## src/rtl/rv32i_pkg.sv

```systemverilog
// rtl/rv32i_pkg.sv - shared rv32i constants, write-back entry type and register one-hot helper
package rv32i_pkg;

   localparam int XLEN       = 32;
   localparam int REG_ADDR_W = 5;
   localparam int NUM_REGS   = 32;

   // One buffered write-back: destination register plus the value to commit.
   typedef struct packed {
      logic [REG_ADDR_W-1:0] rd;
      logic [XLEN-1:0]       data;
   } wb_entry_t;

   // One-hot register select with x0 masked off, since x0 is never tracked or written.
   function automatic logic [NUM_REGS-1:0] reg_onehot(input logic [REG_ADDR_W-1:0] rd);
      logic [NUM_REGS-1:0] m;
      m     = '0;
      m[rd] = (rd != '0);
      return m;
   endfunction

endpackage

```

## src/rtl/wb_fifo.sv

```systemverilog
// rtl/wb_fifo.sv - synchronous FIFO holding load responses until the write port is free
module wb_fifo
   import rv32i_pkg::*;
#(
   parameter int  DEPTH   = 2,
   parameter type entry_t = wb_entry_t
) (
   input  logic   clock,
   input  logic   reset,
   input  logic   push,
   input  entry_t push_data,
   input  logic   pop,
   output entry_t head,
   output logic   full,
   output logic   empty
);

   // DEPTH is a power of two, so the pointers wrap by plain overflow.
   localparam int PTR_W = $clog2(DEPTH);
   localparam int CNT_W = $clog2(DEPTH) + 1;

   entry_t           mem [DEPTH];
   logic [PTR_W-1:0] wr_ptr;
   logic [PTR_W-1:0] rd_ptr;
   logic [CNT_W-1:0] count;
   logic             do_push;
   logic             do_pop;

   // Status comes from the occupancy count alone; a same-cycle pop never frees a slot early.
   assign full    = (count == CNT_W'(DEPTH));
   assign empty   = (count == '0);
   assign do_push = push && !full;
   assign do_pop  = pop && !empty;
   assign head    = mem[rd_ptr];

   // Pointer and occupancy bookkeeping; reset drops any buffered entries.
   always_ff @(posedge clock or negedge reset) begin
      if (!reset) begin
         wr_ptr <= '0;
         rd_ptr <= '0;
         count  <= '0;
      end else begin
         if (do_push) begin
            wr_ptr <= wr_ptr + PTR_W'(1);
         end
         if (do_pop) begin
            rd_ptr <= rd_ptr + PTR_W'(1);
         end
         case ({do_push, do_pop})
            2'b10:   count <= count + CNT_W'(1);
            2'b01:   count <= count - CNT_W'(1);
            default: count <= count;
         endcase
      end
   end

   // Entry storage; contents are only meaningful between push and pop, so no reset.
   always_ff @(posedge clock) begin
      if (do_push) begin
         mem[wr_ptr] <= push_data;
      end
   end

endmodule

```

## src/rtl/writeback_unit.sv

```systemverilog
// rtl/writeback_unit.sv - register file write port arbiter with load buffer and pending-load scoreboard
module writeback_unit
   import rv32i_pkg::*;
#(
   parameter int WIDTH    = XLEN,
   parameter int LQ_DEPTH = 2
) (
   input  logic             clock,
   input  logic             reset,
   input  logic             alu_valid,
   input  logic [4:0]       alu_rd,
   input  logic [WIDTH-1:0] alu_data,
   input  logic             issue_valid,
   input  logic [4:0]       issue_rd,
   input  logic             mem_valid,
   output logic             mem_ready,
   input  logic [4:0]       mem_rd,
   input  logic [WIDTH-1:0] mem_data,
   output logic             write_en,
   output logic [4:0]       rd_addr,
   output logic [WIDTH-1:0] write_data,
   output logic [31:0]      pending_mask,
   output logic             protocol_err
);

   // Same layout as wb_entry_t, but sized by this instance's data width.
   typedef struct packed {
      logic [REG_ADDR_W-1:0] rd;
      logic [WIDTH-1:0]      data;
   } lq_entry_t;

   lq_entry_t           lq_in;
   lq_entry_t           lq_head;
   logic                lq_full;
   logic                lq_empty;
   logic                lq_push;
   logic                lq_pop;

   logic                stage_valid;
   logic [4:0]          stage_rd;
   logic [WIDTH-1:0]    stage_data;
   logic                stage_we;

   logic [NUM_REGS-1:0] set_mask;
   logic [NUM_REGS-1:0] clr_mask;
   logic                err_alu;
   logic                err_resp;
   logic                err_issue;

   assign mem_ready  = !lq_full;
   assign lq_push    = mem_valid && !lq_full;
   assign lq_in.rd   = mem_rd;
   assign lq_in.data = mem_data;

   wb_fifo #(
      .DEPTH   (LQ_DEPTH),
      .entry_t (lq_entry_t)
   ) u_lq (
      .clock     (clock),
      .reset     (reset),
      .push      (lq_push),
      .push_data (lq_in),
      .pop       (lq_pop),
      .head      (lq_head),
      .full      (lq_full),
      .empty     (lq_empty)
   );

   // Arbiter: the ALU has no backpressure so it always wins; loads drain only in ALU bubbles.
   always_comb begin
      stage_valid = 1'b0;
      stage_rd    = '0;
      stage_data  = '0;
      lq_pop      = 1'b0;
      if (alu_valid) begin
         stage_valid = 1'b1;
         stage_rd    = alu_rd;
         stage_data  = alu_data;
      end else if (!lq_empty) begin
         lq_pop      = 1'b1;
         stage_valid = 1'b1;
         stage_rd    = lq_head.rd;
         stage_data  = lq_head.data;
      end
   end

   // Writes to x0 are consumed (a load to x0 still pops) but never reach the register file.
   assign stage_we = stage_valid && (stage_rd != '0);

   // Scoreboard deltas; a load's bit clears on the cycle its data is staged for write.
   assign set_mask = issue_valid ? reg_onehot(issue_rd) : '0;
   assign clr_mask = lq_pop ? reg_onehot(lq_head.rd) : '0;

   // Protocol checks against the scoreboard as it stands before this edge; bit 0 is never set.
   assign err_alu   = alu_valid && pending_mask[alu_rd];
   assign err_resp  = lq_push && (mem_rd != '0) && !pending_mask[mem_rd];
   assign err_issue = issue_valid && pending_mask[issue_rd];

   // Registered write port; address and data hold whenever nothing is written.
   always_ff @(posedge clock or negedge reset) begin
      if (!reset) begin
         write_en   <= 1'b0;
         rd_addr    <= '0;
         write_data <= '0;
      end else begin
         write_en <= stage_we;
         if (stage_we) begin
            rd_addr    <= stage_rd;
            write_data <= stage_data;
         end
      end
   end

   // Pending-load scoreboard; a same-cycle set beats a clear of the same bit.
   always_ff @(posedge clock or negedge reset) begin
      if (!reset) begin
         pending_mask <= '0;
      end else begin
         pending_mask <= (pending_mask & ~clr_mask) | set_mask;
      end
   end

   // Sticky protocol error flag, cleared only by reset.
   always_ff @(posedge clock or negedge reset) begin
      if (!reset) begin
         protocol_err <= 1'b0;
      end else if (err_alu || err_resp || err_issue) begin
         protocol_err <= 1'b1;
      end
   end

endmodule

```

## config.mk

```make
export PLATFORM = sky130hd
export DESIGN_NAME = writeback_unit
export DESIGN_NICKNAME = d
export VERILOG_FILES = /design/src/rtl/rv32i_pkg.sv /design/src/rtl/wb_fifo.sv /design/src/rtl/writeback_unit.sv
export SDC_FILE = /design/constraint.sdc
export NUM_CORES = 1
export LEC_CHECK = 0
export CAP_MARGIN = 20
export CORE_ASPECT_RATIO = 0.8
export CORE_MARGIN = 4
export CORE_UTILIZATION = 51
export DETAILED_ROUTE_END_ITERATION = 7
export PLACE_DENSITY = 0.88
export REMOVE_ABC_BUFFERS = 1
export SLEW_MARGIN = 10
export SYNTH_ARGS = -nofsm -noshare
export SYNTH_HDL_FRONTEND = slang
export SYNTH_SLANG_ARGS = --single-unit
```

## constraint.sdc

```tcl
create_clock -name clock -period 3.3 [get_ports clock]
set_input_delay 0.66 -clock clock [delete_from_list [all_inputs] [get_ports clock]]
set_output_delay 0.66 -clock clock [all_outputs]
set_load 0.01 [all_outputs]
```

Word level (Yosys, flattened, before mapping)
Memory sizes are Yosys's and may differ from the RTL's.
Index checks and enable logic that the tools add are counted.
{"block": "word_totals", "register_bits": 75, "mem_count": 1, "output_inout_bits": 72, "wordCells": 70, "inputBits": 84, "mem_bits_rw": 74}
{"name": "u_lq.mem", "depth": 2, "word_bits": 37, "rd": 1, "rd_ports_with_merged_regs": 0, "wr": 1, "line": "wb_fifo.sv:22", "rtl": "entry_t mem [DEPTH];"}
{"block": "classes", "n_reduce_logical": 21, "mux": 22, "eq_ne": 3, "order_cmp": 6, "bitwise": 5, "n_addsub": 4}
{"cell": "$mux 32", "n": 4}
{"cell": "$and 32x32->32", "n": 3}
{"cell": "$not 32->32", "n": 1}
{"cell": "$or 32x32->32", "n": 1}
{"cell": "$lt 5x6->1 const B", "n": 4}
{"cell": "$reduce_bool 5->1", "n": 4}
{"cell": "$bmux 1 s5", "n": 3}
{"cell": "$demux 1 s5", "n": 2}
{"cell": "$ge 5x1->1 const B", "n": 2}
{"cell": "$logic_and 1x1->1", "n": 10}
{"cell": "$mux 1", "n": 10}
{"cell": "$mux 5", "n": 2}
{"cell": "$eq 2x2->1 const B", "n": 2}
{"cell": "$pmux 2 s2", "n": 1}
{"cell": "$logic_not 1->1", "n": 3}
{"cell": "$add 1x1->1 const B", "n": 2}
{"cell": "$add 2x1->2 const B", "n": 1}
{"cell": "$eq 2x1->1 const B", "n": 1}
{"cell": "$logic_not 2->1", "n": 1}
{"cell": "$logic_or 1x1->1", "n": 2}
{"cell": "$reduce_bool 2->1", "n": 1}
{"cell": "$sub 2x1->2 const B", "n": 1}

Depth between registers and ports, before layout
An unclocked memory read counts as a cell.
{"block": "logic_depth", "depth_word": 10, "ltp_mapped": 8, "depth_no_buf": 6}

Modules after synthesis
From an unflattened synthesis, not the netlist that was laid out.
{"block": "unflattened", "cells_unflattened": 470, "hier_area_um2": 6930.4}
{"mod": "writeback_unit", "seq_area_each_um2": 1776.7, "area_each_um2": 3981.3, "cells_each": 337, "instances": 1}
{"mod": "wb_fifo", "seq_area_each_um2": 2322.2, "area_each_um2": 2949.1, "cells_each": 133, "instances": 1}

Least setup slack after synthesis
No wires, ideal clock.
{"block": "synth_timing", "kind": "input to register", "from": "input mem_valid", "to": "memory u_lq.mem[0][0] in the netlist's numbering (enable)", "setup_ps": 431, "t_arrival_ps": 2363, "t_required_ps": 2869, "path_slack_ps": 506, "path_buffers": 0, "stages": 2, "cell_sequence": "nand2_1 -> nor2_1"}
{"block": "synth_via", "elab_chain_len": 4}
{"element": "start: declaration", "line": "writeback_unit.sv:15", "rtl": "input logic mem_valid,"}
{"element": "$logic_and 1x1->1", "line": "writeback_unit.sv:51", "rtl": "assign lq_push = mem_valid && !lq_full;"}
{"element": "$logic_and 1x1->1", "line": "wb_fifo.sv:32", "rtl": "assign do_push = push && !full;"}
{"element": "$mux 1", "line": "wb_fifo.sv:59", "rtl": "if (do_push) begin"}
{"element": "$mux 1 (implied by the code)", "line": "wb_fifo.sv:60", "rtl": "mem[wr_ptr] <= push_data;"}
{"element": "end: declaration", "line": "wb_fifo.sv:22"}
Every way passes these cells.

Worst setup path in the final report
{"block": "layout_timing", "from": "input issue_rd[1]", "to": "register protocol_err"}
{"block": "layout_via", "elab_chain_len": 4}
{"element": "start: declaration", "line": "writeback_unit.sv:14", "rtl": "input logic [4:0] issue_rd,"}
{"element": "$bmux 1 s5", "line": "writeback_unit.sv:97", "rtl": "assign err_issue = issue_valid && pending_mask[issue_rd];"}
{"element": "$mux 1 (implied by the code)", "line": "writeback_unit.sv:97"}
{"element": "$logic_and 1x1->1", "line": "writeback_unit.sv:97"}
{"element": "$logic_or 1x1->1", "line": "writeback_unit.sv:127", "rtl": "end else if (err_alu || err_resp || err_issue) begin"}
{"element": "end signal: assignment", "line": "writeback_unit.sv:126", "rtl": "protocol_err <= 1'b0;"}
{"element": "end signal: assignment", "line": "writeback_unit.sv:128", "rtl": "protocol_err <= 1'b1;"}
{"element": "end: declaration", "line": "writeback_unit.sv:23", "rtl": "output logic protocol_err"}
Every way passes these cells. The select of a mux whose other input is x is not followed.
A chain may end at the register's enable or synchronous reset.

==> flow_metrics.tcl <==
set metrics [dict create \
    crit_required_ns 3.58 \
    path_cells "clkdlybuf4s50_1 -> buf_12 -> mux2i_1 -> o22ai_1 -> o41ai_1 -> o2111ai_1 -> or4_1" \
    synth-edff-count 74 \
    power_density_nw_per_um2 869 \
    stdcell_area_um2 9290 \
    die_w_um 138 \
    clock-skew-final_ns 0.0117 \
    drive_gt1_share_pct 13.6 \
    hpwl_um 14400 \
    yosys_warnings 0 \
    synthToLayoutAreaGrowth_pct 34.3 \
    p_leak_nw 3.66 \
    nets 769 \
    setup_slack_ns 0.740 \
    multi_input_area_um2 2630 \
    drtIter0Drc 536 \
    grt_max_degree 76 \
    first_pass_iters 5 \
    synthCells 523 \
    syn_area_um2 6920 \
    start_util_pct 53.0 \
    ys_ff_latch 149 \
    yosysTopAreaCell "edfxtp_1" \
    die_h_um 112 \
    post-cts-setup-buffer-count 0 \
    setup_viol 0 \
    gp_congestion 0.944 \
    synthArstFlopShare_pct 50.3 \
    syn_avg_cell_area_um2 13.2 \
    clkSinkCount 149 \
    wl_per_cell_um 23.4 \
    hold_viol 0 \
    clk-insertion-delay-late_ns 0.42 \
    irDropWorstVdd_mv 0.620 \
    via_count 5251 \
    cts_root_buf "clkbuf_16" \
    rr_worst_depth 7 \
    cts_max_level 4 \
    die_area_um2 15500 \
    track_usage_pct 26.6 \
    rsz0062_at_grt "no" \
    synth_ff_type "dfrtp_1" \
    period_share_pct 77.6 \
    worst-setup-path-type "in2reg" \
    drc 0 \
    cts_resized 0 \
    synth_top_area_share_pct 32.1 \
    antenna_found_initial 0 \
    status "finished, final reports clean" \
    dp_slack_ns 0.383 \
    critPathTopFamily "compound AO/OA/AOI/OAI gates" \
    clock.fmax_mhz 391 \
    seq_area_um2 4100 \
    holdWs_ns 0.107 \
    tightest_slew_ns 1.04 \
    overflow 0 \
    nFillCells 888 \
    cp.depth 7 \
    placed_area_um2 8650 \
    crit_path_max_fanout 18 \
    design.core.area_um2 13100 \
    ant_nets 0 \
    clk_pin_slew_ns 0.06 \
    diodes 0 \
    slew_headroom_pct 30.6 \
    wirelength_um 20400 \
    start_kind "input pin" \
    cts_buffers 17 \
    yosys-top-cells-area "edfxtp_1, dfrtp_1, mux2i_1, o21ai_0, mux4_2" \
    yosys.cell_types.count 51 \
    ios 156 \
    slew_viol_final 0 \
    rows 37 \
    tns_ns 0 \
    holdBufCountCts 0 \
    io_buffers 155 \
    cp.arrival_ns 2.84 \
    fin_crit_ns 2.56 \
    crit_path_end_kind "flop" \
    grt_pass1_wl_um 31700 \
    seq_area_frac_synth_pct 59.3 \
    cp_slowest_stage_delay_ns 0.54 \
    viasPerCell 6.02 \
    min_path_type "in2async" \
    worst_path_max_delay_cell "clkdlybuf4s50_1" \
    cts_buffer_depth 2 \
    grt_pass1_vias 5440 \
    post-route-util_pct 71.2 \
    cts_tree "done" \
    path_buf_inv 2 \
    cap_viol_max_count 0 \
]
==> metrics by stage <==
step,power [mW],cells
2_1_floorplan,4.47,495
3_3_place_gp,6.02,839
3_5_place_dp,6.13,839
4_1_cts,8.07,871
5_1_grt,8.43,872
6_report,8.07,872
==> cell type report <==
cell class / count / area share, %
Clock inverter: 11 / 0.902
Tap cell: 175 / 2.36
Multi-Input combinational cell: 339 / 28.4
Sequential cell: 149 / 44.1
Timing Repair Buffer: 170 / 18.3
Inverter: 7 / 0.283
Clock buffer: 21 / 5.66
==> worst register-to-register path: stages (launching register included) <==
cell     delay [ns]
dfrtp_2        0.49
mux2i_2        0.18
buf_4          0.18
nand3_1        0.19
nor3_2         0.10
o21ai_4        0.54
buf_4          0.34
mux2_4         0.32
==> cell usage after synthesis (all sizes together), types with 2 or more instances <==
master,count
nor2,10
and3,2
edfxtp,74
inv,7
o22ai,4
nor3b,2
or3b,4
o21bai,2
buf,18
dfrtp,75
mux4,12
o221ai,4
nand2,53
nand3,5
nor2b,5
mux2,36
o21ai,101
nand4,2
nor4,3
nand2b,2
clkbuf,10
nor3,2
mux2i,59
xnor2,4
nand3b,9
a311oi,2
==> logic make-up after synthesis <==
group           after synthesis  share of synthesized area [%]
compound gates              123                           9.95
xor+xnor                      5                          0.633
fa+ha+maj                     1                          0.181
buf+inv                      35                           3.11
flops                       149                           59.3
mux                         107                           19.2
simple gates                103                           7.63
==> flip-flops by register name, indices dropped and copies added, names as in the netlist <==
register      cells
u_lq.wr_ptr       1
u_lq.count        2
write_en          1
write_data       32
u_lq.rd_ptr       1
pending_mask     32
rd_addr           5
protocol_err      1
u_lq.mem         74
==> cell usage in the layout, fill, tap and decap left out, drive strengths merged, types with 8 or more instances in the layout <==
cell type	netlist	layout
dfrtp	75	75
nand2	53	53
mux4	12	12
edfxtp	74	74
mux2	36	36
clkdlybuf4s50	0	153
clkbuf	10	21
nor2	10	10
nand3b	9	9
mux2i	59	59
o21ai	101	101
clkinv	0	8
inv	7	10
buf	18	17
==> path summary, 6_finish.rpt <==
path | start | endpoint | slack (ns)
worst max-delay path | issue_rd[1] | protocol_err | 0.74
worst min-delay path | reset | pending_mask[0] | 0.11
worst max register to register | u_lq.rd_ptr | write_data[26] | 0.84
worst min register to register | pending_mask[0] | pending_mask[0] | 0.49
max in group asynchronous | reset | u_lq.rd_ptr | 2.59
min in group clock | pending_mask[0] | pending_mask[0] | 0.49
==> metal layers <==
metal  global-route usage [%]  wire [um]  vias to the layer above
met5                        0          0                        -
met4                     10.3        505                        0
met3                     7.88       2000                       44
met2                     41.8       9630                      290
met1                     35.3       8270                     2623
li1                         -          -                     2294
==> power breakdown <==
part | internal [mW] | switching, mW | leakage (nW)
Sequential | 2.61 | 0.696 | 1.59
Clock | 1.15 | 0.765 | 0.305
Combinational | 1.53 | 1.33 | 1.76
Power figures use the tool's default switching activity.
